## src/rtl/fpm_pkg.sv

```systemverilog
// Shared types and constants for the FP32 multiplier result stage.
package fpm_pkg;

  localparam int FP32_W    = 32;
  localparam int FPM_TAG_W = 4;
  localparam int FLG_OVF   = 1;
  localparam int FLG_UDF   = 0;

  typedef struct packed {
    logic        sign;
    logic [7:0]  exp;
    logic [22:0] frac;
  } fp32_t;

  typedef struct packed {
    fp32_t                 z;
    logic                  ovrf;
    logic                  udrf;
    logic [FPM_TAG_W-1:0]  tag;
  } fpm_res_t;

  // Builds a sticky-flag vector laid out as {ovf, udf}.
  function automatic logic [1:0] flag_vec(input logic ovf, input logic udf);
    logic [1:0] v;
    v          = 2'b00;
    v[FLG_OVF] = ovf;
    v[FLG_UDF] = udf;
    return v;
  endfunction

endpackage

```

## src/rtl/fpm_skid_buf.sv

```systemverilog
// Generic 2-entry valid/ready skid buffer (main + skid) with a registered in_ready.
module fpm_skid_buf
  import fpm_pkg::*;
#(
  parameter type T = fpm_res_t
) (
  input  logic clk,
  input  logic rst,
  input  logic in_valid,
  output logic in_ready,
  input  T     in_data,
  output logic out_valid,
  input  logic out_ready,
  output T     out_data
);

  T     main_r, skid_r;
  T     main_nxt_s, skid_nxt_s;
  logic main_valid_r, skid_valid_r, in_ready_r;
  logic main_valid_nxt_s, skid_valid_nxt_s;
  logic accept_s, xfer_s;

  assign accept_s  = in_valid & in_ready_r;
  assign xfer_s    = main_valid_r & out_ready;
  assign in_ready  = in_ready_r;
  assign out_valid = main_valid_r;
  assign out_data  = main_r;

  // Next-state selection; accept and skid drain never coincide because in_ready is low while skid is full.
  always_comb begin
    main_nxt_s       = main_r;
    skid_nxt_s       = skid_r;
    main_valid_nxt_s = main_valid_r;
    skid_valid_nxt_s = skid_valid_r;
    if (xfer_s && skid_valid_r) begin
      main_nxt_s       = skid_r;
      skid_valid_nxt_s = 1'b0;
    end else if (accept_s && (!main_valid_r || xfer_s)) begin
      main_nxt_s       = in_data;
      main_valid_nxt_s = 1'b1;
    end else if (accept_s) begin
      skid_nxt_s       = in_data;
      skid_valid_nxt_s = 1'b1;
    end else if (xfer_s) begin
      main_valid_nxt_s = 1'b0;
    end else begin
      main_valid_nxt_s = main_valid_r;
    end
  end

  // Buffer state registers; reset discards everything buffered.
  always_ff @(posedge clk) begin
    if (rst) begin
      main_r       <= '0;
      skid_r       <= '0;
      main_valid_r <= 1'b0;
      skid_valid_r <= 1'b0;
      in_ready_r   <= 1'b0;
    end else begin
      main_r       <= main_nxt_s;
      skid_r       <= skid_nxt_s;
      main_valid_r <= main_valid_nxt_s;
      skid_valid_r <= skid_valid_nxt_s;
      in_ready_r   <= ~skid_valid_nxt_s;
    end
  end

endmodule

```

## src/rtl/fpm_result_stage.sv

```systemverilog
// Registered FP32 multiplier result stage: skid-buffered handshake plus sticky exception flags.
// Optional saturating event counters are enabled by defining FPM_EVT_CNT_EN.
module fpm_result_stage
  import fpm_pkg::*;
#(
  parameter int TAG_W = 4,
  parameter int CNT_W = 16
) (
  input  logic              clk,
  input  logic              rst,
  input  logic              in_valid,
  output logic              in_ready,
  input  logic [31:0]       in_z,
  input  logic              in_ovrf,
  input  logic              in_udrf,
  input  logic [TAG_W-1:0]  in_tag,
  output logic              out_valid,
  input  logic              out_ready,
  output logic [31:0]       out_z,
  output logic              out_ovrf,
  output logic              out_udrf,
  output logic [TAG_W-1:0]  out_tag,
  output logic [1:0]        flags_sticky,
  input  logic              flag_clr
`ifdef FPM_EVT_CNT_EN
  ,
  output logic [CNT_W-1:0]  ovf_cnt,
  output logic [CNT_W-1:0]  udf_cnt
`endif
);

  typedef struct packed {
    fp32_t             z;
    logic              ovrf;
    logic              udrf;
    logic [TAG_W-1:0]  tag;
  } res_t;

  res_t       in_res_s, out_res_s;
  logic       accept_s;
  logic [1:0] set_s, flags_nxt_s, flags_r;

  assign in_res_s = {in_z, in_ovrf, in_udrf, in_tag};

  fpm_skid_buf #(.T(res_t)) u_skid (
    .clk       (clk),
    .rst       (rst),
    .in_valid  (in_valid),
    .in_ready  (in_ready),
    .in_data   (in_res_s),
    .out_valid (out_valid),
    .out_ready (out_ready),
    .out_data  (out_res_s)
  );

  assign accept_s     = in_valid & in_ready;
  assign out_z        = out_res_s.z;
  assign out_ovrf     = out_res_s.ovrf;
  assign out_udrf     = out_res_s.udrf;
  assign out_tag      = out_res_s.tag;
  assign flags_sticky = flags_r;

  // Sticky flag update: a same-cycle setting accept survives a clear.
  always_comb begin
    set_s       = 2'b00;
    flags_nxt_s = flags_r;
    if (accept_s) begin
      set_s = flag_vec(in_ovrf, in_udrf);
    end else begin
      set_s = 2'b00;
    end
    if (flag_clr) begin
      flags_nxt_s = set_s;
    end else begin
      flags_nxt_s = flags_r | set_s;
    end
  end

  // Sticky flag register.
  always_ff @(posedge clk) begin
    if (rst) begin
      flags_r <= 2'b00;
    end else begin
      flags_r <= flags_nxt_s;
    end
  end

`ifdef FPM_EVT_CNT_EN
  localparam logic [CNT_W-1:0] CNT_ONE = {{(CNT_W-1){1'b0}}, 1'b1};
  localparam logic [CNT_W-1:0] CNT_MAX = {CNT_W{1'b1}};

  logic [CNT_W-1:0] ovf_cnt_r, udf_cnt_r, ovf_cnt_nxt_s, udf_cnt_nxt_s;

  // Saturating counter next values; clear with a same-cycle event yields one.
  always_comb begin
    ovf_cnt_nxt_s = ovf_cnt_r;
    udf_cnt_nxt_s = udf_cnt_r;
    if (flag_clr) begin
      ovf_cnt_nxt_s = set_s[FLG_OVF] ? CNT_ONE : {CNT_W{1'b0}};
      udf_cnt_nxt_s = set_s[FLG_UDF] ? CNT_ONE : {CNT_W{1'b0}};
    end else begin
      if (set_s[FLG_OVF] && (ovf_cnt_r != CNT_MAX)) begin
        ovf_cnt_nxt_s = ovf_cnt_r + CNT_ONE;
      end else begin
        ovf_cnt_nxt_s = ovf_cnt_r;
      end
      if (set_s[FLG_UDF] && (udf_cnt_r != CNT_MAX)) begin
        udf_cnt_nxt_s = udf_cnt_r + CNT_ONE;
      end else begin
        udf_cnt_nxt_s = udf_cnt_r;
      end
    end
  end

  // Event counter registers.
  always_ff @(posedge clk) begin
    if (rst) begin
      ovf_cnt_r <= {CNT_W{1'b0}};
      udf_cnt_r <= {CNT_W{1'b0}};
    end else begin
      ovf_cnt_r <= ovf_cnt_nxt_s;
      udf_cnt_r <= udf_cnt_nxt_s;
    end
  end

  assign ovf_cnt = ovf_cnt_r;
  assign udf_cnt = udf_cnt_r;
`else
  // Counters are absent; CNT_W stays in the interface so both builds share one parameter list.
  if (CNT_W > 0) begin : g_no_cnt
  end
`endif

endmodule

```

## config.mk

```make
export PLATFORM = sky130hd
export DESIGN_NAME = fpm_result_stage
export DESIGN_NICKNAME = d
export VERILOG_FILES = /design/src/rtl/fpm_pkg.sv /design/src/rtl/fpm_skid_buf.sv /design/src/rtl/fpm_result_stage.sv
export SDC_FILE = /design/constraint.sdc
export NUM_CORES = 1
export LEC_CHECK = 0
export ABC_AREA = 1
export CELL_PAD_IN_SITES_DETAIL_PLACEMENT = 1
export CELL_PAD_IN_SITES_GLOBAL_PLACEMENT = 1
export CORE_MARGIN = 1.5
export CORE_UTILIZATION = 34
export CTS_BUF_LIST = sky130_fd_sc_hd__clkbuf_16
export CTS_CLUSTER_SIZE = 12
export DETAILED_ROUTE_END_ITERATION = 8
export PLACE_DENSITY = 0.91
export SLEW_MARGIN = 20
export SYNTH_ARGS = -nofsm -noshare
export SYNTH_HDL_FRONTEND = slang
export SYNTH_SLANG_ARGS = --single-unit
```

## constraint.sdc

```tcl
create_clock -name clk -period 1.6 [get_ports clk]
set_input_delay 0.48 -clock clk [delete_from_list [all_inputs] [get_ports clk]]
set_output_delay 0.48 -clock clk [all_outputs]
set_load 0.1 [all_outputs]
```

==> summary.txt, run 1 <==
critical path's top delay family - flip-flops
Crit path largest cell delay - 0.46 ns
RSZ-0062 raised after global routing - no
CP Cell Sequence - buf_12
vias per cell - 4.870
initial antenna violation count - 0
Max Freq - 672.7 MHz
DR DRC count - 0
Ys Warns - 0
DP Area - 5261 µm²
Place WS - -0.3432 ns
largest net degree at the start of global routing - 39
gr usage total - 0.2238
P_leak - 2.600 nW
MaxCap Viol Count - 0
Max Slew Vio Count - 0
clock root buffer - clkbuf_16
DR WL/cell - 16.01 µm
share of layout cells above drive strength 1 - 0.1368
worst skew pair latency - 0.33 ns
area delta synth->final - 52.09%
setup ws final - 0.1135 ns
critical path class - flop to output pin
Power, Total - 5.557 mW
CP endpoint kind - output pin
die span in y - 107.1 µm
Ports - 85
Worst-path clk slew - 0.06 ns
starting density of the core - 0.3540
CTS tree - yes
crit-path max FO - 2
hold slack - 0.4701 ns
final core occ - 0.5384
htree depth - 3
setup repair bufs after CTS - 0
row cnt - 37
hold crit path type - flop to flop
hpwl dp - 8.417 mm
Tcrit/Tclk final - 0.9291
Final Instance Area - 5608 µm²
multi-input gate area in the final layout - 1638 µm²
Layout Cells excl Fill - 823
DRT Pass-1 Iters - 4
Clock Skew - 0.004127 ns
WL final - 13.18 mm
outcome - completed
cell count after synthesis - 595
synthesized cell area - 3687 µm²
maximum vdd drop - 523.2 µV
critical path's slowest cell - dfxtp_1
Yosys cell types - 15
die width - 107.1 µm
GR Overflow Total - 0
worst endpoint required time - 1.12 ns
Clock Path Buffers - 2
vias - 4008
antenna cells - 0
vias in the first global route - 4234
worst path bufs/invs - 1
Yosys reg bits - 81
die footprint - 11480 µm²
Mean Syn Cell Area - 6.197 µm²
post-synthesis sequential area ratio - 0.4398
Arrival @ worst endpoint - 1.01 ns
Syn Nets - 638
FF+latch area - 1627 µm²
worst slew pin tran - 0.2903 ns
Max transition margin - 0.8060
fillcell total - 1314
Final Wtd Congestion - 0.7895
TritonCTS Sinks - 81
final setup violating endpoints - 0
final hold violations - 0
clock buffer count from CTS - 9
Core ar. - 10420 µm²
setup TNS - 0 ns
Detailed Route Iter0 Violations - 143
DP Cell Count - 805
Final min period - 1.487 ns
Routed Antenna Nets - 0
Pwr Density - 991.0 nW/µm²
first-pass GRT wire length - 20.06 mm
Critical Path Start Type - flop
Port-buffer cells - 84
Layout Nets - 725
final cells by class:
class	instances	share of cell area
flip-flops and latches	81	0.2900
clock inverters	6	0.004239
well taps	136	0.03034
repair buffers	112	0.2851
clock buffers	10	0.04462
multi-input cells	398	0.2921
inverters	80	0.05355
synth_stat cells:
| master | number | area, µm² |
|---|---|---|
| a31oi_1 | 1 | 6.260 |
| and2_1 | 1 | 6.260 |
| clkbuf_1 | 15 | 56.30 |
| nor2_1 | 187 | 701.9 |
| a21oi_1 | 4 | 20.02 |
| nand2_1 | 127 | 476.7 |
| nor2_2 | 1 | 6.260 |
| o21ai_0 | 34 | 170.2 |
| buf_2 | 19 | 95.09 |
| nand3_1 | 40 | 200.2 |
| buf_4 | 1 | 7.510 |
| buf_1 | 1 | 3.750 |
| inv_1 | 80 | 300.3 |
| dfxtp_1 | 81 | 1622 |
| o21ai_1 | 3 | 15.01 |
timing repair:
item,in CTS,in global routing
resized for setup,1,9
cloned,0,2
pin swaps,0,2
setup endpoints to repair,5,27
hold buffers,0,0
placed cells by master (no fill, tap or decap), drive strengths merged:
cell,count
clkinv,4
a21oi,4
clkbuf,12
a31oi,1
clkdlybuf4s50,40
o21ai,37
dfxtp,81
buf,68
nand2,127
nor2,188
inv,82
and2,1
nand3,40
dlymetal6s2s,2
per-layer routing:
metal	GRT usage	up-vias	share of wire
met2	0.4131	106	0.53
met3	0.03161	35	0.029
met1	0.2506	1928	0.41
met5	0	-	0
li1	-	1939	-
met4	0.1057	0	0.030
sequential cells by signal, indices dropped and copies added, names as in the netlist:
signal,cells
u_skid.out_valid,1
flags_sticky,2
u_skid.skid_valid_r,1
u_skid.out_data,38
u_skid.in_ready,1
u_skid.skid_r,38
power breakdown:
group          total (mW)  internal [mW]  switching (mW)
clock                1.93           1.12           0.817
combinational        1.41          0.529           0.882
sequential           2.21           2.11           0.102
final timing paths:
| kind | start | end | slack (ns) | depth (start not counted) |
|---|---|---|---|---|
| worst min-delay path | u_skid.skid_r[4] | u_skid.skid_r[4] | 0.47 | 2 |
| worst min register to register | u_skid.skid_r[4] | u_skid.skid_r[4] | 0.47 | 2 |
| worst max-delay path | u_skid.out_data[5] | out_ovrf | 0.11 | 1 |
| worst max register to register | u_skid.out_valid | u_skid.skid_r[28] | 0.22 | 5 |
kinds of logic after synthesis:
kind of cell           Yosys count  synth area share
buffers and inverters          116            0.1256
and+or+nand+nor                356            0.3773
AOI/OAI and AO/OA               42           0.05735
DFF                             81            0.4398
Note: power is estimated with default switching activity, not from simulation.
==> run 2: changes to the inputs <==
--- a/config.mk
+++ b/config.mk
@@ -14,7 +14,6 @@
 export CTS_CLUSTER_SIZE = 12
 export DETAILED_ROUTE_END_ITERATION = 8
 export PLACE_DENSITY = 0.91
-export SLEW_MARGIN = 20
 export SYNTH_ARGS = -nofsm -noshare
 export SYNTH_HDL_FRONTEND = slang
 export SYNTH_SLANG_ARGS = --single-unit
==> constraint.sdc (replaced) <==
create_clock -name clk -period 1.6 [get_ports clk]
set_input_delay 0.48 -clock clk [delete_from_list [all_inputs] [get_ports clk]]
set_output_delay 0.48 -clock clk [all_outputs]
set_load 0.005 [all_outputs]
==> run 2 against run 1 <==
  * Sequential power fell by 2%
  * Count of clock-buffer cells in the layout fell by 1
  * Clock skew rose by 0.0026 ns
  * Worst setup slack got worse by 0.035 ns
  * Via count fell by 4.0%
  * Maximum frequency fell by 2.3%
  * Clock power rose by 3%
  * Critical path depth rose by 6
  * Hold slack got worse by 0.0020 ns
  * Register-to-register slack improved by 0.05 ns
  * Critical path type is now input port to flop
  * Largest power group unchanged
==> summary.txt, run 2 (synthesis gave the netlist of run 1 again) <==
WL final - 11.88 mm (-9.9%)
Critical Path Most Common Cell - nor2_1
largest net degree at the start of global routing - 51 (+31%)
FF-to-FF path depth - 8 (+3)
Layout Nets - 717 (-1.1%)
row cnt - 37 (unchanged)
fillcell total - 1389 (+5.7%)
Clock Path Buffers - 2 (unchanged)
final hold violations - 0 (unchanged)
DP Area - 4791 µm² (-8.9%)
worst slew pin tran - 0.2971 ns (+0.006791 ns)
final core occ - 0.4867 (-0.05165)
clock root buffer - clkbuf_16
die width - 107.1 µm (unchanged)
hold crit path type - flop to flop
Core ar. - 10420 µm² (unchanged)
Final Wtd Congestion - 0.7804 (-1.2%)
Arrival @ worst endpoint - 1.74 ns (+0.73 ns)
Routed Antenna Nets - 0 (unchanged)
hpwl dp - 8.076 mm (-4.0%)
RSZ-0062 raised after global routing - no
Ports - 85 (unchanged)
Worst-path clk slew - 0.06 ns (about the same)
Final Instance Area - 5070 µm² (-9.6%)
CTS tree - yes
crit-path max FO - 14 (+12)
starting density of the core - 0.3540 (unchanged)
maximum vdd drop - 404.2 µV (-23%)
hold path depth - 2 (unchanged)
Pwr Density - 944.2 nW/µm² (-4.7%)
DRT Pass-1 Iters - 4 (unchanged)
vias in the first global route - 4145 (-2.1%)
final setup violating endpoints - 0 (unchanged)
Worst Hold Path EP - u_skid.skid_r[5]
vias per cell - 4.720 (-3.1%)
critical path class - input port to flop
antenna cells - 0 (unchanged)
TritonCTS Sinks - 81 (unchanged)
CP endpoint kind - flop
P_leak - 2.499 nW (-3.9%)
DR DRC count - 0 (unchanged)
initial antenna violation count - 0 (unchanged)
Tcrit/Tclk final - 0.9508 (+0.02174)
RR Endpoint - u_skid.out_data[19]
CP Cell Sequence - clkdlybuf4s50_1 -> inv_1 -> nand2_4 -> buf_4 -> nand3_1 -> nor2_1 -> nor2_1
first-pass GRT wire length - 19.42 mm (-3.2%)
clock buffer count from CTS - 9 (unchanged)
area delta synth->final - 37.50%
Clock Skew - 0.006721 ns (+0.002594 ns)
Crit path largest cell delay - 0.50 ns (+0.04 ns)
Max Slew Vio Count - 0 (unchanged)
Critical Path Start Type - input port
critical path's slowest cell - clkdlybuf4s50_1
Detailed Route Iter0 Violations - 120 (-16%)
worst endpoint required time - 1.82 ns (+0.70 ns)
Max Freq - 657.3 MHz (-2.3%)
worst r2r src - u_skid.out_valid
setup slack, reg-to-reg - 0.27 ns (+0.05 ns)
worst skew pair latency - 0.33 ns (about the same)
DR WL/cell - 14.57 µm (-9.0%)
share of layout cells above drive strength 1 - 0.07364 (-0.06319)
htree depth - 3 (unchanged)
die footprint - 11480 µm² (unchanged)
outcome - completed
commonest non-fill, non-tap cell in the layout - nor2_1
Port-buffer cells - 84 (unchanged)
die span in y - 107.1 µm (unchanged)
Max transition margin - 0.7999 (-0.006161)
MaxCap Viol Count - 0 (unchanged)
Final min period - 1.521 ns (+0.03479 ns)
commonest non-fill, non-tap cells in the layout - 187 x nor2_1, 123 x nand2_1, 80 x inv_1, 71 x dfxtp_1
gr usage total - 0.2136 (-0.01021)
Hold Startpoint - u_skid.skid_r[5]
vias - 3847 (-4.0%)
GR Overflow Total - 0 (unchanged)
Power, Total - 4.787 mW (-14%)
==> run 2: per-layer routing <==
metal	share of wire	global-route usage	vias up
li1	-	-	1925
met1	0.42	0.2324	1843
met2	0.53	0.4031	60
met3	0.025	0.03161	19
met4	0.019	0.09714	0
met5	0	0	-
==> run 2: stage by stage <==
step / TNS, ns / setup WS, ns / std cells / hold slack [ns]
final: 0 / 0.07870 / 815 / 0.4682
after global placement: -13.47 / -0.2250 / 798 / 0.4497
after CTS: 0 / 0.01190 / 815 / 0.4685
after detailed placement: -19.68 / -0.3106 / 798 / 0.4597
after floorplan: 0 / 0.2484 / 595 / 0.4338
after global routing: 0 / 0.01201 / 815 / 0.5012
==> run 2: worst max path at each step <==
stage / startpoint / endpoint / slack [ns]
after floorplan: in_valid / u_skid.out_data[0] / 0.25
after global placement: in_valid / u_skid.out_data[32] / -0.22
after detailed placement: in_valid / u_skid.out_data[20] / -0.31
after CTS: in_valid / u_skid.out_data[15] / 0.01
after global routing: out_ready / u_skid.out_data[32] / 0.01
final: out_ready / u_skid.out_data[29] / 0.08
==> run 2: timing repair <==
action / CTS / global route
setup endpoints to repair: 44 / 61
resized for setup: 54 / 10
setup buffers: 1 / 0
pin swaps: 0 / 1
hold buffers: 0 / 0
==> run 2: layout make-up <==
cell class / instances / area (µm²) / share of cell area
multi-input cells: 398 / 1638 / 0.3231
flip-flops and latches: 81 / 1637 / 0.3228
repair buffers: 104 / 1046 / 0.2063
inverters: 80 / 300.3 / 0.05923
clock buffers: 9 / 225.2 / 0.04442
well taps: 136 / 170.2 / 0.03356
clock inverters: 7 / 53.80 / 0.01061
==> run 2: worst max-delay path, delay by kind of cell <==
| family | cells | cell delay (ns) |
|---|---|---|
| buffers and inverters | 3 | 0.83 |
| AND/OR/NAND/NOR | 4 | 0.43 |
==> run 2: power by group <==
part / internal [mW] / switching [mW]
Clock: 1.18 / 0.802
Sequential: 2.11 / 0.0496
Combinational: 0.315 / 0.328
Total: 3.61 / 1.18
